[config.mk]
export PLATFORM = sky130hd
export DESIGN_NAME = storage_alu_sequencer_flat
export DESIGN_NICKNAME = d
export VERILOG_FILES = /design/src/rtl/storage_alu_sequencer_if.sv /design/src/rtl/storage_alu_sequencer.sv /design/src/flat_wrapper.sv
export SDC_FILE = /design/constraint.sdc
export NUM_CORES = 1
export LEC_CHECK = 0
export ABC_AREA = 1
export CORE_ASPECT_RATIO = 0.8
export CORE_MARGIN = 2
export CORE_UTILIZATION = 43
export CTS_CLUSTER_SIZE = 25
export DETAILED_ROUTE_END_ITERATION = 7
export HOLD_SLACK_MARGIN = 0.1
export PLACE_DENSITY_LB_ADDON = 0.08
export SYNTH_ARGS = -nofsm -noshare
export SYNTH_HDL_FRONTEND = slang
export SYNTH_SLANG_ARGS = --single-unit
[constraint.sdc]
create_clock -name Storage_clk_m -period 1.7 [get_ports Storage_clk_m]
set_input_delay 0.17 -clock Storage_clk_m [delete_from_list [all_inputs] [get_ports Storage_clk_m]]
set_output_delay 0.17 -clock Storage_clk_m [all_outputs]
set_load 0.1 [all_outputs]
[src/rtl/storage_alu_sequencer_if.sv]
// -----------------------------------------------------------------------------
// storage_alu_sequencer_if
//   Bundles the start request and the memory / register-file / ALU control and
//   status signals that pass between the storage_alu_sequencer and its datapath.
//
//   master : sequencer view. It receives the start request, memory read data
//            and ALU result. It drives every strobe and the status outputs.
//   slave  : datapath / environment view, which is the mirror of master.
//
//   Signals
//     Start, Op, Addr_A, Addr_B, Addr_D        request (latched on Start)
//     Mem_Addr, Mem_Write, Mem_Din, Mem_Dout   data memory port
//     Reg_Write, Reg_W_Addr, Reg_W_Data        register-file write port
//     Reg_R_Addr_A, Reg_R_Addr_B               register-file read indices
//     ALU_OP, ALU_F, ALU_ZF                    ALU control and result
//     Busy, Done, Result, Zero                 status
// -----------------------------------------------------------------------------
interface storage_alu_sequencer_if #(
  parameter int unsigned ADDR_W = 8,
  parameter int unsigned DATA_W = 32
);
  logic              Start;
  logic [2:0]        Op;
  logic [ADDR_W-1:0] Addr_A;
  logic [ADDR_W-1:0] Addr_B;
  logic [ADDR_W-1:0] Addr_D;

  logic [ADDR_W-1:0] Mem_Addr;
  logic              Mem_Write;
  logic [DATA_W-1:0] Mem_Din;
  logic [DATA_W-1:0] Mem_Dout;

  logic              Reg_Write;
  logic [4:0]        Reg_W_Addr;
  logic [DATA_W-1:0] Reg_W_Data;
  logic [4:0]        Reg_R_Addr_A;
  logic [4:0]        Reg_R_Addr_B;

  logic [2:0]        ALU_OP;
  logic [DATA_W-1:0] ALU_F;
  logic              ALU_ZF;

  logic              Busy;
  logic              Done;
  logic [DATA_W-1:0] Result;
  logic              Zero;

  modport master (
    input  Start, Op, Addr_A, Addr_B, Addr_D,
    input  Mem_Dout, ALU_F, ALU_ZF,
    output Mem_Addr, Mem_Write, Mem_Din,
    output Reg_Write, Reg_W_Addr, Reg_W_Data, Reg_R_Addr_A, Reg_R_Addr_B,
    output ALU_OP, Busy, Done, Result, Zero
  );

  modport slave (
    output Start, Op, Addr_A, Addr_B, Addr_D,
    output Mem_Dout, ALU_F, ALU_ZF,
    input  Mem_Addr, Mem_Write, Mem_Din,
    input  Reg_Write, Reg_W_Addr, Reg_W_Data, Reg_R_Addr_A, Reg_R_Addr_B,
    input  ALU_OP, Busy, Done, Result, Zero
  );
endinterface

[src/rtl/storage_alu_sequencer.sv]
// -----------------------------------------------------------------------------
// storage_alu_sequencer
//   Controller for the storage/register/ALU datapath. On Start it reads two
//   memory words, loads them into register-file entries REG_A and REG_B, runs
//   one ALU operation on them and writes the result back to memory at Addr_D.
//   The datapath is passive, so this block issues every strobe.
//
//   Ports
//     Storage_clk_m    system clock, rising edge
//     Storage_Reset_n  asynchronous active-low reset
//     bus              storage_alu_sequencer_if.master (request, memory,
//                      register-file, ALU and status signals)
//
//   Sequence (one state per cycle)
//     IDLE -> RD_A -> WAIT_A -> LD_A -> RD_B -> WAIT_B -> LD_B -> EXEC -> WB
//     -> DONE -> IDLE
// -----------------------------------------------------------------------------
module storage_alu_sequencer #(
  parameter int unsigned ADDR_W = 8,
  parameter int unsigned DATA_W = 32,
  parameter int unsigned REG_A  = 1,
  parameter int unsigned REG_B  = 2
) (
  input logic                     Storage_clk_m,
  input logic                     Storage_Reset_n,
  storage_alu_sequencer_if.master bus
);

  localparam logic [4:0] REG_A_IDX = 5'(REG_A);
  localparam logic [4:0] REG_B_IDX = 5'(REG_B);

  typedef enum logic [3:0] {
    S_IDLE,
    S_RD_A,
    S_WAIT_A,
    S_LD_A,
    S_RD_B,
    S_WAIT_B,
    S_LD_B,
    S_EXEC,
    S_WB,
    S_DONE
  } state_e;

  state_e            state_q,      state_d;
  logic [2:0]        op_q,         op_d;
  logic [ADDR_W-1:0] addr_a_q,     addr_a_d;
  logic [ADDR_W-1:0] addr_b_q,     addr_b_d;
  logic [ADDR_W-1:0] addr_d_q,     addr_d_d;
  logic [ADDR_W-1:0] mem_addr_q,   mem_addr_d;
  logic              mem_write_q,  mem_write_d;
  logic [DATA_W-1:0] mem_din_q,    mem_din_d;
  logic              reg_write_q,  reg_write_d;
  logic [4:0]        reg_w_addr_q, reg_w_addr_d;
  logic [DATA_W-1:0] reg_w_data_q, reg_w_data_d;
  logic              busy_q,       busy_d;
  logic              done_q,       done_d;
  logic [DATA_W-1:0] result_q,     result_d;
  logic              zero_q,       zero_d;

  // Outputs are registered: each transition computes the values that belong
  // to the state being entered, so every strobe lines up with its state.
  always_comb begin
    state_d      = state_q;
    op_d         = op_q;
    addr_a_d     = addr_a_q;
    addr_b_d     = addr_b_q;
    addr_d_d     = addr_d_q;
    result_d     = result_q;
    zero_d       = zero_q;
    mem_addr_d   = '0;
    mem_write_d  = 1'b0;
    mem_din_d    = '0;
    reg_write_d  = 1'b0;
    reg_w_addr_d = '0;
    reg_w_data_d = '0;
    busy_d       = 1'b0;
    done_d       = 1'b0;

    unique case (state_q)
      S_IDLE: begin
        if (bus.Start) begin
          op_d       = bus.Op;
          addr_a_d   = bus.Addr_A;
          addr_b_d   = bus.Addr_B;
          addr_d_d   = bus.Addr_D;
          // Latched copy is not visible yet, so take the address straight
          // from the request.
          mem_addr_d = bus.Addr_A;
          busy_d     = 1'b1;
          state_d    = S_RD_A;
        end
      end
      S_RD_A: begin
        mem_addr_d = addr_a_q;
        busy_d     = 1'b1;
        state_d    = S_WAIT_A;
      end
      S_WAIT_A: begin
        // Read data is valid at the end of WAIT_A; capture it for LD_A.
        reg_write_d  = 1'b1;
        reg_w_addr_d = REG_A_IDX;
        reg_w_data_d = bus.Mem_Dout;
        busy_d       = 1'b1;
        state_d      = S_LD_A;
      end
      S_LD_A: begin
        mem_addr_d = addr_b_q;
        busy_d     = 1'b1;
        state_d    = S_RD_B;
      end
      S_RD_B: begin
        mem_addr_d = addr_b_q;
        busy_d     = 1'b1;
        state_d    = S_WAIT_B;
      end
      S_WAIT_B: begin
        reg_write_d  = 1'b1;
        reg_w_addr_d = REG_B_IDX;
        reg_w_data_d = bus.Mem_Dout;
        busy_d       = 1'b1;
        state_d      = S_LD_B;
      end
      S_LD_B: begin
        busy_d  = 1'b1;
        state_d = S_EXEC;
      end
      S_EXEC: begin
        // Result and the write-back data are the same ALU sample.
        result_d    = bus.ALU_F;
        zero_d      = bus.ALU_ZF;
        mem_addr_d  = addr_d_q;
        mem_din_d   = bus.ALU_F;
        mem_write_d = 1'b1;
        busy_d      = 1'b1;
        state_d     = S_WB;
      end
      S_WB: begin
        done_d  = 1'b1;
        state_d = S_DONE;
      end
      S_DONE: begin
        state_d = S_IDLE;
      end
      default: begin
        state_d = S_IDLE;
      end
    endcase
  end

  always_ff @(posedge Storage_clk_m or negedge Storage_Reset_n) begin
    if (!Storage_Reset_n) begin
      state_q      <= S_IDLE;
      op_q         <= '0;
      addr_a_q     <= '0;
      addr_b_q     <= '0;
      addr_d_q     <= '0;
      mem_addr_q   <= '0;
      mem_write_q  <= 1'b0;
      mem_din_q    <= '0;
      reg_write_q  <= 1'b0;
      reg_w_addr_q <= '0;
      reg_w_data_q <= '0;
      busy_q       <= 1'b0;
      done_q       <= 1'b0;
      result_q     <= '0;
      zero_q       <= 1'b0;
    end else begin
      state_q      <= state_d;
      op_q         <= op_d;
      addr_a_q     <= addr_a_d;
      addr_b_q     <= addr_b_d;
      addr_d_q     <= addr_d_d;
      mem_addr_q   <= mem_addr_d;
      mem_write_q  <= mem_write_d;
      mem_din_q    <= mem_din_d;
      reg_write_q  <= reg_write_d;
      reg_w_addr_q <= reg_w_addr_d;
      reg_w_data_q <= reg_w_data_d;
      busy_q       <= busy_d;
      done_q       <= done_d;
      result_q     <= result_d;
      zero_q       <= zero_d;
    end
  end

  assign bus.Mem_Addr     = mem_addr_q;
  assign bus.Mem_Write    = mem_write_q;
  assign bus.Mem_Din      = mem_din_q;
  assign bus.Reg_Write    = reg_write_q;
  assign bus.Reg_W_Addr   = reg_w_addr_q;
  assign bus.Reg_W_Data   = reg_w_data_q;
  assign bus.Reg_R_Addr_A = REG_A_IDX;
  assign bus.Reg_R_Addr_B = REG_B_IDX;
  assign bus.ALU_OP       = op_q;
  assign bus.Busy         = busy_q;
  assign bus.Done         = done_q;
  assign bus.Result       = result_q;
  assign bus.Zero         = zero_q;

endmodule

[src/flat_wrapper.sv]
// flat-port wrapper written by rule: the top's interface ports become plain ports
module storage_alu_sequencer_flat 
#(
  parameter int unsigned ADDR_W = 8,
  parameter int unsigned DATA_W = 32,
  parameter int unsigned REG_A  = 1,
  parameter int unsigned REG_B  = 2
)
  (Storage_clk_m, Storage_Reset_n, bus_Start, bus_Op, bus_Addr_A, bus_Addr_B, bus_Addr_D, bus_Mem_Dout, bus_ALU_F, bus_ALU_ZF, bus_Mem_Addr, bus_Mem_Write, bus_Mem_Din, bus_Reg_Write, bus_Reg_W_Addr, bus_Reg_W_Data, bus_Reg_R_Addr_A, bus_Reg_R_Addr_B, bus_ALU_OP, bus_Busy, bus_Done, bus_Result, bus_Zero);
  storage_alu_sequencer_if #(.ADDR_W(ADDR_W), .DATA_W(DATA_W)) bus_i ();
  input logic Storage_clk_m;
  input logic Storage_Reset_n;
  input wire logic [$bits(bus_i.Start)-1:0] bus_Start;
  input wire logic [$bits(bus_i.Op)-1:0] bus_Op;
  input wire logic [$bits(bus_i.Addr_A)-1:0] bus_Addr_A;
  input wire logic [$bits(bus_i.Addr_B)-1:0] bus_Addr_B;
  input wire logic [$bits(bus_i.Addr_D)-1:0] bus_Addr_D;
  input wire logic [$bits(bus_i.Mem_Dout)-1:0] bus_Mem_Dout;
  input wire logic [$bits(bus_i.ALU_F)-1:0] bus_ALU_F;
  input wire logic [$bits(bus_i.ALU_ZF)-1:0] bus_ALU_ZF;
  output wire logic [$bits(bus_i.Mem_Addr)-1:0] bus_Mem_Addr;
  output wire logic [$bits(bus_i.Mem_Write)-1:0] bus_Mem_Write;
  output wire logic [$bits(bus_i.Mem_Din)-1:0] bus_Mem_Din;
  output wire logic [$bits(bus_i.Reg_Write)-1:0] bus_Reg_Write;
  output wire logic [$bits(bus_i.Reg_W_Addr)-1:0] bus_Reg_W_Addr;
  output wire logic [$bits(bus_i.Reg_W_Data)-1:0] bus_Reg_W_Data;
  output wire logic [$bits(bus_i.Reg_R_Addr_A)-1:0] bus_Reg_R_Addr_A;
  output wire logic [$bits(bus_i.Reg_R_Addr_B)-1:0] bus_Reg_R_Addr_B;
  output wire logic [$bits(bus_i.ALU_OP)-1:0] bus_ALU_OP;
  output wire logic [$bits(bus_i.Busy)-1:0] bus_Busy;
  output wire logic [$bits(bus_i.Done)-1:0] bus_Done;
  output wire logic [$bits(bus_i.Result)-1:0] bus_Result;
  output wire logic [$bits(bus_i.Zero)-1:0] bus_Zero;
  assign bus_i.Start = bus_Start;
  assign bus_i.Op = bus_Op;
  assign bus_i.Addr_A = bus_Addr_A;
  assign bus_i.Addr_B = bus_Addr_B;
  assign bus_i.Addr_D = bus_Addr_D;
  assign bus_i.Mem_Dout = bus_Mem_Dout;
  assign bus_i.ALU_F = bus_ALU_F;
  assign bus_i.ALU_ZF = bus_ALU_ZF;
  assign bus_Mem_Addr = bus_i.Mem_Addr;
  assign bus_Mem_Write = bus_i.Mem_Write;
  assign bus_Mem_Din = bus_i.Mem_Din;
  assign bus_Reg_Write = bus_i.Reg_Write;
  assign bus_Reg_W_Addr = bus_i.Reg_W_Addr;
  assign bus_Reg_W_Data = bus_i.Reg_W_Data;
  assign bus_Reg_R_Addr_A = bus_i.Reg_R_Addr_A;
  assign bus_Reg_R_Addr_B = bus_i.Reg_R_Addr_B;
  assign bus_ALU_OP = bus_i.ALU_OP;
  assign bus_Busy = bus_i.Busy;
  assign bus_Done = bus_i.Done;
  assign bus_Result = bus_i.Result;
  assign bus_Zero = bus_i.Zero;
  storage_alu_sequencer #(.ADDR_W(ADDR_W), .DATA_W(DATA_W), .REG_A(REG_A), .REG_B(REG_B)) u_core (.Storage_clk_m(Storage_clk_m), .Storage_Reset_n(Storage_Reset_n), .bus(bus_i));
endmodule
==> metrics.log, run 1 <==
[metrics] maximum number of pins on one net before global-route repair: 99
[metrics] number of max-slew violations in the final report: 0
[metrics] worst r2r src: u_core.state_q[1]$_DFFE_PN0P_
[metrics] maximum number of buffers from clock root to sink: 2
[metrics] count of antenna-violating nets left after detailed routing: 0
[metrics] Row Count: 36
[metrics] number of buffers added by the clock tree synthesis step: 17
[metrics] Slowest cell on crit path: dfrtp_1
[metrics] Net count, final: 867
[metrics] initial antenna violation count: 0
[metrics] Worst setup SP type: flip-flop
[metrics] register-to-register path setup slack: 0.24 ns
[metrics] starting utilization of the core area: 43.7%
[metrics] wire length after detailed routing: 12400 um
[metrics] Critical R2R Capture: u_core.bus.Mem_Addr[5]$_DFF_PN0_
[metrics] number of iterations in the first detailed-routing pass: 4
[metrics] wire length of the first global-routing pass: 19100 um
[metrics] cell types with the largest area share after synthesis: dfrtp_1, nand2_1, inv_1, nor2_1, o21ai_0
[metrics] worst clock skew on the final layout: 0.00443 ns
[metrics] TritonCTS clock tree: built
[metrics] area of the multi-input gates: 0.00123 mm^2
[metrics] length in cells of the worst reg-to-reg path: 6
[metrics] number of synthesized register bits: 142
[metrics] share of the synthesized area in the top cell type: 67.1%
[metrics] crit path time final: 1.46 ns
[metrics] share of final-layout standard cells stronger than drive strength 1: 21.9%
[metrics] Crit path top cell by count: nand2_1
[metrics] Clock Root Buffer: clkbuf_16
[metrics] synthesized area per cell: 9.58 um^2
[metrics] I/O Pins: 222
[metrics] drt drc: 0
[metrics] clock transition at the registers of the reported paths: 0.06 ns
[metrics] Chip Height: 103 um
[metrics] DIE WIDTH: 128 um
[metrics] grt ovf: 0
[metrics] number of DRC markers after the initial detailed-route iteration: 180
[metrics] outcome: complete, no violations
[metrics] largest stage delay on the critical path: 0.43 ns
[metrics] later-pin clock latency in the skew report: 0.42 ns
[metrics] H-tree depth: 4
[metrics] arrival time at the worst endpoint: 1.81 ns
[metrics] Syn Std Cell Area: 0.00530 mm^2
[metrics] Global Route Usage Sum: 19.4%
[metrics] RSZ-0062 raised after global routing: no
[metrics] YS warnings: 0
[metrics] number of endpoints failing setup at the final stage: 0
[metrics] Hold Fails Final Rpt: 0
[metrics] number of unique standard cell types used by synthesis: 22
[metrics] ANT cells: 0
[metrics] area of the die: 0.0132 mm^2
[metrics] path category of the worst min-delay check: in2async
[metrics] list of cells traversed by the critical path: nor2_2 -> buf_4 -> nand2_1 -> nand2_1 -> nand2_1 -> nand3_1
[metrics] number of sinks driven by the clock tree: 142
[metrics] nature of the critical path endpoint: flip-flop
[metrics] max-capacitance violation count: 0
[metrics] Via-to-Cell Ratio: 4.38
[metrics] sum of buffers and inverters on the critical path: 1
[metrics] Sum Neg Setup Slack: 0 ns
[metrics] number of buffer cells added on primary ports: 208
[metrics] biggest fanout along the worst timing path: 8
[metrics] worst setup path class: reg2reg
[metrics] FILL cells: 991
[metrics] Yosys top cell by area: dfrtp_1
[metrics] number of global-route vias before repair: 3758
[metrics] cell family contributing the most delay on the critical path: simple AND/OR/NAND/NOR gates
[metrics] final clock period utilization by the worst path: 86.0%
[metrics] Post-Synthesis Cells: 553
[metrics] share of the yosys chip area belonging to registers: 67.1%
[metrics] Area Growth Syn to Fin: 50.2%
[metrics] final weighted congestion in routability-driven placement: 0.749
[metrics] register area: 0.00355 mm^2
[metrics] Avg WL per Cell: 13.2 um
[metrics] Max Clk Rate: 0.684 GHz
[metrics] total via count in the routed design: 4105
[metrics] core area: 0.0121 mm^2
[metrics] Crit path required time: 2.05 ns
[metrics] post-DP HPWL: 8670 um
cell type report:
class                   count  share of cell area, %
multi-input cells         298                   15.4
well taps                 152                   2.39
flip-flops and latches    142                   44.7
clock inverters            11                   1.73
repair buffers            222                   25.4
inverters                  91                   4.33
clock buffers              21                   6.04
worst max-delay path by stage:
stage,slack [ns],from,end,depth (start not counted)
2_1_floorplan,0.46,u_core.state_q[3]$_DFFE_PN0P_,u_core.bus.Busy$_DFF_PN0_,6
4_1_cts,0.13,u_core.state_q[3]$_DFFE_PN0P_,u_core.addr_b_q[2]$_DFFE_PN0P_,5
5_1_grt,0.11,u_core.state_q[3]$_DFFE_PN0P_,u_core.bus.Reg_W_Data[11]$_DFF_PN0_,6
6_report,0.24,u_core.state_q[1]$_DFFE_PN0P_,u_core.bus.Mem_Addr[5]$_DFF_PN0_,6
3_5_place_dp,0.16,u_core.state_q[3]$_DFFE_PN0P_,u_core.addr_d_q[5]$_DFFE_PN0P_,5
3_3_place_gp,0.20,u_core.state_q[3]$_DFFE_PN0P_,u_core.addr_b_q[4]$_DFFE_PN0P_,5
logic make-up (layout without fill, tap and decap cells):
group           Yosys count  in the layout  synth area share (%)
compound gates           36             36                  3.40
buf+inv                 124            345                  10.5
flops                   142            142                  67.1
other cells               2             13                 0.142
simple gates            249            249                  18.8
cell usage after synthesis (all sizes together):
cell type    n
nand2      151
nand3       25
clkinv       1
buf         27
a21oi        2
clkbuf       6
nor2        72
o21ai       34
inv         90
dfrtp      142
nor3         1
conb         2
worst reg2reg max path: stages (launching register included):
cell and delay, ns:
dfrtp_1 0.43, nor2_2 0.22, buf_4 0.20, nand2_1 0.07, nand2_1 0.28, nand2_1 0.09
nand3_1 0.10
flip-flops by register name, summed over array words and instances (netlist names), 2 cells and up:
register               flops
u_core.addr_a_q            8
u_core.addr_b_q            8
u_core.addr_d_q            8
u_core.bus.ALU_OP          3
u_core.bus.Mem_Addr        8
u_core.bus.Mem_Din        32
u_core.bus.Reg_W_Addr      2
u_core.bus.Reg_W_Data     32
u_core.bus.Result         32
u_core.state_q             4
per-stage QoR:
step | utilization, % | hold WS, ns | instances | worst slack (ns) | cell area, um^2
2_1_floorplan | - | -0.126 | 564 | 0.457 | 5340
3_3_place_gp | 60.4 | 0.134 | 904 | 0.196 | 7320
3_5_place_dp | 60.4 | 0.136 | 904 | 0.157 | 7320
4_1_cts | 65.6 | 0.248 | 937 | 0.126 | 7950
5_1_grt | 65.6 | 0.272 | 937 | 0.108 | 7950
6_report | 65.6 | 0.250 | 937 | 0.237 | 7950
routing by layer:
layer / vias up / track usage [%] / wire length [um]
li1: 2045 / - / -
met1: 1902 / 24.5 / 5440
met2: 140 / 30.4 / 5840
met5: - / 0 / 0
met3: 18 / 6.84 / 905
met4: 0 / 8.71 / 218
what timing repair did:
action	in CTS	in global routing
buffers inserted	0	0
endpoints found under the setup margin	0	5
hold buffers	1	0
gates resized for setup	0	1
endpoints found under the hold margin	124	0
placed cells by master, fill, tap and decap left out, drive strengths merged:
cell type and instances:
nand2 151, dfrtp 142, buf 128, clkdlybuf4s50 93
inv 90, nor2 72, o21ai 34, nand3 25
clkbuf 21, conb 13, clkinv 6, bufinv 3
clkinvlp 3, a21oi 2, nor3 1, dlygate4sd3 1
Power of run 1 is left out: the tool's default activity adds up to more than one toggle a clock period on the data nets, which glitch-free logic cannot reach.
==> inputs of run 2 (changes only) <==
--- a/config.mk
+++ b/config.mk
@@ -6,6 +6,7 @@
 export NUM_CORES = 1
 export LEC_CHECK = 0
 export ABC_AREA = 1
+export CAP_MARGIN = 20
 export CORE_ASPECT_RATIO = 0.8
 export CORE_MARGIN = 2
 export CORE_UTILIZATION = 43
==> constraint.sdc (replaced) <==
create_clock -name Storage_clk_m -period 1.4 [get_ports Storage_clk_m]
set_input_delay 0.14 -clock Storage_clk_m [delete_from_list [all_inputs] [get_ports Storage_clk_m]]
set_output_delay 0.14 -clock Storage_clk_m [all_outputs]
set_load 0.1 [all_outputs]
==> run 2 against run 1 <==
Final cell count rose by 0.64%. Highest routed layer unchanged. Critical path type unchanged. Die area unchanged. First-iteration DRC count increased by 28%. Critical endpoint is now u_core.bus.Result[22]$_DFFE_PN0N_. Worst setup slack got worse by 0.16 ns. Worst hold slack lost 0.071 ns.
==> metrics.log, run 2 (synthesis gave the netlist of run 1 again) <==
[metrics] Sum Neg Setup Slack: 0 ns (unchanged)
[metrics] total via count in the routed design: 4384 (+6.8%)
[metrics] share of final-layout standard cells stronger than drive strength 1: 22.9% (+0.97 points)
[metrics] worst clock skew on the final layout: 0.00598 ns (+0.00155 ns)
[metrics] path category of the worst min-delay check: in2async
[metrics] count of non-filler cells in the finished layout: 943 (+0.64%)
[metrics] clock transition at the registers of the reported paths: 0.06 ns (about the same)
[metrics] biggest fanout along the worst timing path: 25 (+17)
[metrics] Clock Root Buffer: clkbuf_16
[metrics] TritonCTS clock tree: built
[metrics] Max Clk Rate: 0.756 GHz (+11%)
[metrics] Worst setup SP type: flip-flop
[metrics] area of the die: 0.0132 mm^2 (unchanged)
[metrics] number of DRC markers after the initial detailed-route iteration: 230 (+28%)
[metrics] count of antenna-violating nets left after detailed routing: 0 (unchanged)
[metrics] ANT cells: 0 (unchanged)
[metrics] outcome: complete, no violations
[metrics] most common library cell in the layout ignoring fill and taps: nand2_1
[metrics] register area: 0.00356 mm^2 (+0.11%)
[metrics] Crit path required time: 1.71 ns (-0.34 ns)
[metrics] H-tree depth: 4 (unchanged)
[metrics] DIE WIDTH: 128 um (unchanged)
[metrics] highest-count cells in the layout ignoring fill and taps: nand2_1, dfrtp_1, buf_12
[metrics] grt ovf: 0 (unchanged)
[metrics] final clock period utilization by the worst path: 94.5% (+8.5 points)
[metrics] number of buffer cells added on primary ports: 208 (unchanged)
[metrics] number of endpoints failing setup at the final stage: 0 (unchanged)
[metrics] Global Route Usage Sum: 22.1% (+2.7 points)
[metrics] Net count, final: 873 (+0.69%)
[metrics] arrival time at the worst endpoint: 1.64 ns (-0.17 ns)
[metrics] I/O Pins: 222 (unchanged)
[metrics] crit path time final: 1.32 ns (-0.140 ns)
[metrics] drt drc: 0 (unchanged)
[metrics] number of global-route vias before repair: 4234 (+13%)
[metrics] number of sinks driven by the clock tree: 142 (unchanged)
[metrics] number of iterations in the first detailed-routing pass: 4 (unchanged)
[metrics] area of the multi-input gates: 0.00125 mm^2 (+1.6%)
[metrics] starting utilization of the core area: 43.7% (unchanged)
[metrics] wire length of the first global-routing pass: 21700 um (+14%)
[metrics] Hold Fails Final Rpt: 0 (unchanged)
[metrics] core area: 0.0121 mm^2 (unchanged)
[metrics] Row Count: 36 (unchanged)
[metrics] Area Growth Syn to Fin: 77.9%
[metrics] placed cells: 903 (-0.11%)
[metrics] post-DP HPWL: 9860 um (+14%)
[metrics] FILL cells: 767 (-23%)
[metrics] maximum number of pins on one net before global-route repair: 99 (unchanged)
[metrics] number of buffers added by the clock tree synthesis step: 17 (unchanged)
[metrics] wire length after detailed routing: 14700 um (+18%)
[metrics] nature of the critical path endpoint: flip-flop
[metrics] final weighted congestion in routability-driven placement: 0.793 (+5.9%)
[metrics] maximum number of buffers from clock root to sink: 2 (unchanged)
[metrics] initial antenna violation count: 0 (unchanged)
[metrics] worst setup path class: reg2reg
[metrics] max-capacitance violation count: 0 (unchanged)
[metrics] Avg WL per Cell: 15.6 um (+18%)
[metrics] number of max-slew violations in the final report: 0 (unchanged)
[metrics] Chip Height: 103 um (unchanged)
[metrics] later-pin clock latency in the skew report: 0.42 ns (about the same)
[metrics] Via-to-Cell Ratio: 4.65 (+6.1%)
[run 2: changes by cell type in the layout (fill, tap and decap cells not counted), sizes merged]
cell,delta
buf,+3
clkbuf,+7
clkinv,-1
clkinvlp,-1
bufinv,-2
[run 2: worst max-delay path, cell delays in order (launching register included)]
cell     delay [ns]
dfrtp_1        0.37
inv_1          0.10
nor2_4         0.16
nand2_4        0.16
buf_16         0.21
o21ai_0        0.21
[run 2: final timing paths]
path	to	slack, ns	from	cells after the start
max	u_core.bus.Result[22]$_DFFE_PN0N_	0.08	u_core.state_q[2]$_DFFE_PN0P_	5
min	u_core.bus.Result[14]$_DFFE_PN0N_	0.18	Storage_Reset_n	2
max reg2reg	u_core.bus.Result[22]$_DFFE_PN0N_	0.08	u_core.state_q[2]$_DFFE_PN0P_	5
min reg2reg	u_core.addr_a_q[5]$_DFFE_PN0P_	0.48	u_core.addr_a_q[5]$_DFFE_PN0P_	2
max in group asynchronous	u_core.state_q[3]$_DFFE_PN0P_	0.67	Storage_Reset_n	3
min in group Storage_clk_m	u_core.bus.Reg_W_Data[9]$_DFF_PN0_	0.24	bus_Mem_Dout[9]	3
[run 2: repair_timing]
item	4_1_cts	5_1_grt
gates cloned	0	4
resized for setup	0	13
buffers inserted	1	2
endpoints found under the setup margin	4	67
hold buffers	1	0
hold endpoints to repair	142	0
[run 2: layout make-up]
class                           instances  share of cell area (%)
Clock buffer                           26                    5.51
Inverter                               91                    3.72
Timing Repair inverter                  1                  0.0797
Timing Repair Buffer                  227                    37.1
Sequential cell                       142                    37.8
Multi-Input combinational cell        298                    13.3
Clock inverter                          6                   0.584
Tap cell                              152                    2.02
[run 2: metal layers]
layer	wire (um)	up-vias	share of wire [%]	track usage (%)
met5	0	-	0	0
met4	188	0	1.3	8.03
met3	1140	18	7.8	7.82
met2	7510	163	51	37.9
met1	5830	2149	40	26.2
li1	-	2054	-	-
[run 2: through the flow]
stage               utilization (%)  hold slack [ns]  instance area, um^2  setup WS [ns]
detailed placement             71.8           0.0543                 8700        0.00528
CTS                            76.7            0.183                 9300         0.0292
finish                         77.7            0.179                 9420         0.0769
global route                   77.7            0.198                 9420       -0.00453
global placement               71.8           0.0514                 8700         0.0709
floorplan                         -           -0.156                 5340          0.157
Power of run 2 is left out for the same reason.
==> inputs of run 3 (changes only) <==
--- a/config.mk
+++ b/config.mk
@@ -5,14 +5,14 @@
 export SDC_FILE = /design/constraint.sdc
 export NUM_CORES = 1
 export LEC_CHECK = 0
-export ABC_AREA = 1
+export ABC_AREA = 0
 export CAP_MARGIN = 20
 export CORE_ASPECT_RATIO = 0.8
 export CORE_MARGIN = 2
-export CORE_UTILIZATION = 43
+export CORE_UTILIZATION = 42
 export CTS_CLUSTER_SIZE = 25
 export DETAILED_ROUTE_END_ITERATION = 7
-export HOLD_SLACK_MARGIN = 0.1
+export HOLD_SLACK_MARGIN = 0.15
 export PLACE_DENSITY_LB_ADDON = 0.08
 export SYNTH_ARGS = -nofsm -noshare
 export SYNTH_HDL_FRONTEND = slang
==> run 3 against run 2 <==
The run now ends with setup timing left. Core utilization rose by 6.3 points. Die area is 1.8% higher. First-iteration DRC count shrank 15%. Clock skew is essentially flat. Largest cell class is now buffers. Highest routed layer unchanged.
==> metrics.log, run 3 <==
[metrics] Syn Std Cell Area: 0.00527 mm^2 (-0.50%)
[metrics] H-tree depth: 4 (unchanged)
[metrics] length in cells of the worst reg-to-reg path: 7 (+2)
[metrics] dominant register cell in the synthesized netlist: dfrtp_1
[metrics] maximum number of buffers from clock root to sink: 2 (unchanged)
[metrics] total via count in the routed design: 3792 (-14%)
[metrics] number of max-slew violations in the final report: 0 (unchanged)
[metrics] number of global-route vias before repair: 3997 (-5.6%)
[metrics] share of the synthesized area in the top cell type: 67.4% (+0.33 points)
[metrics] final clock period utilization by the worst path: 122% (+28 points)
[metrics] placed cells: 740 (-18%)
[metrics] Area Growth Syn to Fin: 94.7%
[metrics] count of non-filler cells in the finished layout: 805 (-15%)
[metrics] max-capacitance violation count: 0 (unchanged)
[metrics] starting utilization of the core area: 43.2% (-0.54 points)
[metrics] path category of the worst min-delay check: in2async
[metrics] ANT cells: 0 (unchanged)
[metrics] Post-synth ARST share: 100% (unchanged)
[metrics] number of synthesized register bits: 142 (unchanged)
[metrics] outcome: finished with violations
[metrics] area of the die: 0.0135 mm^2 (+1.8%)
[metrics] Via-to-Cell Ratio: 4.71 (+1.3%)
[metrics] Yosys top cell by area: dfrtp_1
[metrics] number of buffers added by the clock tree synthesis step: 17 (unchanged)
[metrics] Crit path top cell by count: buf_6
[metrics] Post-Synthesis Cells: 359 (-35%)
[metrics] clock transition at the registers of the reported paths: 0.06 ns (about the same)
[metrics] initial antenna violation count: 0 (unchanged)
[metrics] number of iterations in the first detailed-routing pass: 4 (unchanged)
[metrics] Worst setup SP type: flip-flop
[metrics] wire length of the first global-routing pass: 23100 um (+6.4%)
[metrics] share of final-layout standard cells stronger than drive strength 1: 50.0% (+27 points)
[metrics] number of sinks driven by the clock tree: 142 (unchanged)
[metrics] Hold Fails Final Rpt: 0 (unchanged)
[metrics] final weighted congestion in routability-driven placement: 0.767 (-3.2%)
[metrics] most common library cell in the layout ignoring fill and taps: dfrtp_1
[metrics] nature of the critical path endpoint: flip-flop
[metrics] most common cell in the netlist: dfrtp_1
[metrics] Avg WL per Cell: 20.3 um (+30%)
[metrics] share of the yosys chip area belonging to registers: 67.4% (+0.33 points)
[metrics] number of DRC markers after the initial detailed-route iteration: 196 (-15%)
[metrics] Row Count: 36 (unchanged)
[metrics] number of endpoints failing setup at the final stage: 109 (+109)
[metrics] Crit path required time: 1.76 ns (+0.05 ns)
[metrics] post-DP HPWL: 9700 um (-1.7%)
[metrics] worst clock skew on the final layout: 0.00555 ns (-0.000427 ns)
[metrics] failing checks: setup timing
[metrics] drt drc: 0 (unchanged)
[metrics] grt ovf: 0 (unchanged)
[metrics] Max Clk Rate: 0.583 GHz (-23%)
[metrics] later-pin clock latency in the skew report: 0.42 ns (about the same)
[metrics] crit path time final: 1.71 ns (+0.391 ns)
[metrics] maximum number of pins on one net before global-route repair: 47 (-53%)
[metrics] RSZ-0062 raised after global routing: yes
[metrics] list of cells traversed by the critical path: buf_6 -> buf_6 -> or3b_4 -> a21oi_4 -> buf_12 -> clkbuf_16 -> and2_4
[metrics] cell types with the largest area share after synthesis: dfrtp_1, mux2_2, and2_1, buf_4, a221o_1
[metrics] post-route setup slack: -0.314 ns (-0.391 ns)
[metrics] number of enable flip-flop cells after synthesis: 0 (unchanged)
[metrics] largest stage delay on the critical path: 0.41 ns (+0.04 ns)
[metrics] Clock Root Buffer: clkbuf_16
[metrics] Net count, final: 716 (-18%)
[metrics] count of antenna-violating nets left after detailed routing: 0 (unchanged)
[metrics] Chip Height: 104 um (+0.90%)
[metrics] Slowest cell on crit path: dfrtp_2
[metrics] synthesized area per cell: 14.7 um^2 (+53%)
[metrics] biggest fanout along the worst timing path: 8 (-68%)
[metrics] core area: 0.0122 mm^2 (+0.74%)
[metrics] YS warnings: 0 (unchanged)
[metrics] most used standard cells in the synthesized netlist: dfrtp_1, and2_1, mux2_2
[metrics] TritonCTS clock tree: built
[metrics] worst setup path class: reg2reg
[metrics] wire length after detailed routing: 16300 um (+11%)
[metrics] number of buffer cells added on primary ports: 208 (unchanged)
[metrics] DIE WIDTH: 129 um (+0.91%)
[metrics] number of unique standard cell types used by synthesis: 30 (+36%)
[metrics] arrival time at the worst endpoint: 2.07 ns (+0.43 ns)
[metrics] I/O Pins: 222 (unchanged)
[metrics] Global Route Usage Sum: 23.1% (+0.98 points)
[metrics] highest-count cells in the layout ignoring fill and taps: dfrtp_1, buf_12, clkdlybuf4s50_1
## run 3: cell types whose count changed after synthesis, moves of 7 or more
cell,previous run,this run
o21ai_0,28,1
nor2_1,68,3
and2_1,0,65
nand3_1,24,8
or3b_2,0,8
nand2_1,150,2
a21oi_1,2,9
mux2_2,0,60
a221o_1,0,8
inv_1,85,1
## run 3: cell type report
cell class / count / area, um^2
Clock buffer: 27 / 523
Sequential cell: 142 / 3560
Clock inverter: 5 / 52.6
Fill cell: 611 / 1950
Tap cell: 171 / 214
Timing Repair Buffer: 266 / 4100
Inverter: 1 / 3.75
Multi-Input combinational cell: 193 / 1810
## run 3: metrics by stage
step                      hold slack (ns)  area (um^2)  util (%)  setup WS, ns  setup TNS, ns
after floorplan                    -0.156         5330         -        -0.276          -7.91
after global placement              0.108         8810      72.2        -0.214         -15.68
after detailed placement            0.110         8810      72.2        -0.281         -18.71
after CTS                           0.236         9820      80.5        -0.260         -19.35
after global routing                0.273        10300      84.0        -0.362         -31.67
final                               0.229        10300      84.0        -0.314         -24.85
## run 3: cell families (layout without fill, tap and decap cells)
family,count (synthesis),after routing,share of synthesized area (%)
and+or+nand+nor,98,98,12.1
other,2,13,0.143
AOI/OAI and AO/OA,20,20,2.94
xor gates and xnor gates,2,2,0.333
buffers and inverters,35,299,4.25
DFF,142,142,67.4
muxes,60,60,12.8
## run 3: worst max-delay path: cells and delay by family, from the launching register on
kind	cells	cell delay, ns
compound gates	1	0.20
buf+inv	4	0.52
simple gates	2	0.53
flops	1	0.41
## run 3: per-layer routing
metal  share of wire [%]  global-route usage [%]
met2                  53                    39.7
met1                  38                    27.3
met5                   0                       0
met3                 7.4                    7.30
met4                 1.2                    7.45
## run 3: final timing paths
| path | slack, ns | endpoint | startpoint |
|---|---|---|---|
| setup / recovery | -0.31 | u_core.bus.Reg_W_Data[28]$_DFF_PN0_ | u_core.state_q[1]$_DFFE_PN0P_ |
| hold / removal | 0.23 | u_core.bus.Result[9]$_DFFE_PN0N_ | Storage_Reset_n |
| setup reg to reg | -0.31 | u_core.bus.Reg_W_Data[28]$_DFF_PN0_ | u_core.state_q[1]$_DFFE_PN0P_ |
| hold reg to reg | 0.51 | u_core.addr_a_q[3]$_DFFE_PN0P_ | u_core.addr_a_q[3]$_DFFE_PN0P_ |
| max in group asynchronous | 0.57 | u_core.bus.Result[19]$_DFFE_PN0N_ | Storage_Reset_n |
| min in group Storage_clk_m | 0.27 | u_core.bus.Reg_W_Data[23]$_DFF_PN0_ | bus_Mem_Dout[23] |
## run 3: what timing repair did
item,4_1_cts,5_1_grt
setup endpoints to repair,101,105
buffers inserted,9,10
pin swaps,8,33
hold buffers,1,0
cloned,6,8
resized for setup,50,58
endpoints found under the hold margin,142,0
Power of run 3 is left out for the same reason.
==> RTL change 1, RTL diff (flow settings as in run 2) <==
Take the reset off `result_q` and load it in a clocked block of its own.
--- a/src/rtl/storage_alu_sequencer.sv
+++ b/src/rtl/storage_alu_sequencer.sv
@@ -163,7 +163,6 @@
       reg_w_data_q <= '0;
       busy_q       <= 1'b0;
       done_q       <= 1'b0;
-      result_q     <= '0;
       zero_q       <= 1'b0;
     end else begin
       state_q      <= state_d;
@@ -179,9 +178,12 @@
       reg_w_data_q <= reg_w_data_d;
       busy_q       <= busy_d;
       done_q       <= done_d;
-      result_q     <= result_d;
       zero_q       <= zero_d;
     end
+  end
+
+  always_ff @(posedge Storage_clk_m) begin
+    result_q <= result_d;
   end
 
   assign bus.Mem_Addr     = mem_addr_q;
Formal check against the unedited RTL: differs if Storage_Reset_n is asserted again (counterexample within 10 cycles, from zero or initial values and one cycle with Storage_Reset_n low); with Storage_Reset_n held inactive, the same outputs for 10 cycles.
==> RTL change 1 against run 2 <==
Clock skew is 0.0013 ns lower. Sequential cell count stayed put. Setup slack got worse by 0.060 ns. Maximum frequency fell by 4.3%. Synthesized area up 2.5%. Die area up 2.4%. Wire length is 6.6% lower. Sequential share of layout area rose by 1.5 points. Count of clock-buffer cells in the layout decreased by 2. Design area up 0.41%. Critical endpoint is now u_core.bus.Result[9].
==> RTL change 1: results (changes against run 2) <==
- First-pass GRT wire length: 22200 um (was 21700 um)
- Register area share after synthesis: 0.684 (was 0.671)
- Status: finished clean (unchanged)
- Number of global-route vias before repair: 4122 (was 4234)
- Worst R2R Setup Slack: 0.02 ns (was 0.08 ns)
- Worst path max stage delay: 0.42 ns (was 0.37 ns)
- Async set-reset flop share out of synthesis: 0.775 (was 1.00)
- Dpl ws: -0.113 ns (was 0.00528 ns)
- Number of flops mapped to enable cells by yosys: 32 (was 0)
- M3 GR Usage: 0.0746 (was 0.0782)
- Gr usage total: 0.218 (was 0.221)
- Initial drt markers: 226 (was 230)
- M1 GR Usage: 0.260 (was 0.262)
- Layout clock buffer count: 24 (was 26)
- List of most frequent post-synthesis cells: nand2_1, dfrtp_1, inv_1 (unchanged)
- Arrival time worst endpoint: 1.49 ns (was 1.64 ns)
- Grt met2 use: 0.367 (was 0.379)
- Multi-input gates: 235 (was 298)
- Met2 wire length: 7040 um (was 7510 um)
- Largest net degree at the start of global routing: 44 (was 99)
- Post-DP HPWL: 9900 um (was 9860 um)
- Share of layout cells above drive strength 1: 0.286 (was 0.229)
- Routed wire length on met3: 1190 um (was 1140 um)
- ClkCell Share: 0.0558 (was 0.0610)
- Final nets: 810 (was 873)
==> RTL change 1: cell types whose count changed after synthesis, moves of 3 or more <==
cell             run 2  this run
dfrtp_1            142       110
nor2_4               1        30
nand2_1            150       115
nor2_1              68        42
o21ai_0             28         2
buf_12               0         3
edfxtp_1             0        32
clkbuf_1             6         1
inv_2                4         7
o21ai_1              6         1
==> RTL change 1: metrics by stage <==
stage          area, um2  std cells   util  hold slack [ns]
4_1_cts             9400        894  0.767            0.192
5_1_grt             9460        899  0.772            0.222
3_3_place_gp        8850        861  0.723           0.0853
6_report            9460        899  0.772            0.212
2_1_floorplan       5480        496      -           -0.156
3_5_place_dp        8850        861  0.723           0.0904
==> RTL change 1: cell families after synthesis <==
logic type	share of synthesized area
DFF	0.684
and+or+nand+nor	0.205
buffers and inverters	0.105
AOI/OAI and AO/OA	0.00369
other	0.00138
==> RTL change 1: worst register-to-register path: stages (launching register included) <==
cell and delay [ns]:
dfrtp_1 0.42, inv_2 0.09, nor2_4 0.14, inv_2 0.07
nor2_4 0.12, buf_12 0.22
==> RTL change 1: repair_timing <==
action / CTS / global route
hold buffers: 1 / 0
buffers inserted: 0 / 5
setup endpoints to repair: 33 / 109
endpoints found under the hold margin: 110 / 0
pin swaps: 0 / 2
gates resized for setup: 3 / 7
==> RTL change 1: worst max path at each step <==
stage | from | endpoint | slack [ns] | cells past startpoint
after floorplan | u_core.state_q[2] | u_core.bus.Result[0] | -0.09 | 4
after global placement | u_core.state_q[1] | u_core.state_q[3] | -0.03 | 4
after detailed placement | u_core.state_q[2] | u_core.state_q[3] | -0.11 | 6
after CTS | u_core.state_q[0] | u_core.bus.Reg_W_Data[31] | 0.008 | 7
after global routing | u_core.state_q[2] | u_core.bus.Result[21] | -0.05 | 5
final | u_core.state_q[2] | u_core.bus.Result[9] | 0.02 | 5
==> RTL change 2, RTL diff (flow settings as in run 2) <==
Made on the original files. `REG_A` is set to 1 in 2 places; all go to 0.
--- a/src/rtl/storage_alu_sequencer.sv
+++ b/src/rtl/storage_alu_sequencer.sv
@@ -18,7 +18,7 @@
 module storage_alu_sequencer #(
   parameter int unsigned ADDR_W = 8,
   parameter int unsigned DATA_W = 32,
-  parameter int unsigned REG_A  = 1,
+  parameter int unsigned REG_A  = 0,
   parameter int unsigned REG_B  = 2
 ) (
   input logic                     Storage_clk_m,
--- a/src/flat_wrapper.sv
+++ b/src/flat_wrapper.sv
@@ -3,7 +3,7 @@
 #(
   parameter int unsigned ADDR_W = 8,
   parameter int unsigned DATA_W = 32,
-  parameter int unsigned REG_A  = 1,
+  parameter int unsigned REG_A  = 0,
   parameter int unsigned REG_B  = 2
 )
   (Storage_clk_m, Storage_Reset_n, bus_Start, bus_Op, bus_Addr_A, bus_Addr_B, bus_Addr_D, bus_Mem_Dout, bus_ALU_F, bus_ALU_ZF, bus_Mem_Addr, bus_Mem_Write, bus_Mem_Din, bus_Reg_Write, bus_Reg_W_Addr, bus_Reg_W_Data, bus_Reg_R_Addr_A, bus_Reg_R_Addr_B, bus_ALU_OP, bus_Busy, bus_Done, bus_Result, bus_Zero);
Check against the original RTL: not equivalent (a bounded check fails within 4 cycles, from zero or initial values and one cycle with Storage_Reset_n low).
==> RTL change 2 against run 2 <==
Design area is 2.6% lower. Synthesized area is 0.92% higher. Die area is 0.89% higher. Sequential cell count is 1 lower. Cell count is 1.3% lower. Wire length is 8.8% lower. Setup slack better by 0.049 ns. Clock skew hardly changed. Maximum frequency is 3.9% higher. Via count is 3.5% lower. Sequential share of layout area is 0.70 points higher.
Power is left out: the tool's default activity adds up to more than one toggle a clock period on the data nets, which glitch-free logic cannot reach.
==> RTL change 2: results (changes against run 2) <==
- Status: finished clean (unchanged)
- RD Place Congestion: 0.788 (was 0.793)
- Non-clock buffers, area share: 0.365 (was 0.371)
- Drt via density: 4.54 (was 4.65)
- # fillers: 816 (was 767)
- Arrival time worst endpoint: 1.56 ns (was 1.64 ns)
- Post-DP HPWL: 9980 um (was 9860 um)
- PortBufs: 207 (was 208)
- Register area share after synthesis: 0.660 (was 0.671)
- Share of layout cells above drive strength 1: 0.212 (was 0.229)
- Synth unique cells: 21 (was 22)
- Vias: 4231 (was 4384)
- ClkCell Share: 0.0534 (was 0.0610)
- Nonclk inv count: 90 (was 92)
- Post-CTS setup buffer count: 0 (was 1)
- Routed Wire Length: 13400 um (was 14700 um)
- First-pass GRT wire length: 21700 um (about the same)
- Initial drt markers: 269 (was 230)
- Gr usage total: 0.215 (was 0.221)
- Layout clock buffer count: 25 (was 26)
- Multi-input gates: 300 (was 298)
- Compound-Gate Fraction of Synth Area: 0.0328 (was 0.0340)
- Final instance area: 0.00918 mm2 (was 0.00942 mm2)
- Placed cell area: 0.00866 mm2 (was 0.00870 mm2)
- Critical Path Fanout Max: 40 (was 25)
## RTL change 2: cell types whose count changed in the layout (fill, tap and decap cells not counted), sizes merged, moves of 2 or more
cell,change
buf,-5
clkbuf,-3
clkinvlp,-2
inv,-2
## RTL change 2: worst max-delay path: stages (launching register included)
cell and delay [ns]:
dfrtp_1 0.40, inv_1 0.11, nor2_4 0.16, nand2_4 0.09
buf_8 0.19, nand2_1 0.09, o21ai_0 0.10
## RTL change 2: what timing repair did
action	CTS	global route
endpoints found under the hold margin	141	0
endpoints found under the setup margin	5	12
resized for setup	2	5
hold buffers	1	0
## RTL change 2: stage by stage
step           worst slack [ns]  hold slack (ns)
2_1_floorplan             0.200           -0.156
3_3_place_gp             0.0662           0.0939
3_5_place_dp          -0.000197           0.0958
4_1_cts                  0.0519            0.221
5_1_grt                  0.0120            0.228
6_report                  0.126            0.216
## RTL change 2: final timing paths
check	slack (ns)	end	from	cells past startpoint
hold reg to reg	0.48	u_core.addr_b_q[5]	u_core.addr_b_q[5]	2
min in group Storage_clk_m	0.24	u_core.bus.Reg_W_Data[3]	bus_Mem_Dout[3]	3
max in group asynchronous	0.57	u_core.state_q[1]	Storage_Reset_n	3
hold / removal	0.22	u_core.bus.Result[12]	Storage_Reset_n	2
setup / recovery	0.13	u_core.bus.Result[29]	u_core.state_q[2]	6
setup reg to reg	0.13	u_core.bus.Result[29]	u_core.state_q[2]	6
## RTL change 2: routing by layer
metal | vias up | GRT usage | wire, um
met4 | 0 | 0.0916 | 316
met3 | 24 | 0.0790 | 1070
li1 | 2032 | - | -
met1 | 2009 | 0.242 | 5220
met5 | - | 0 | 0
met2 | 166 | 0.366 | 6780
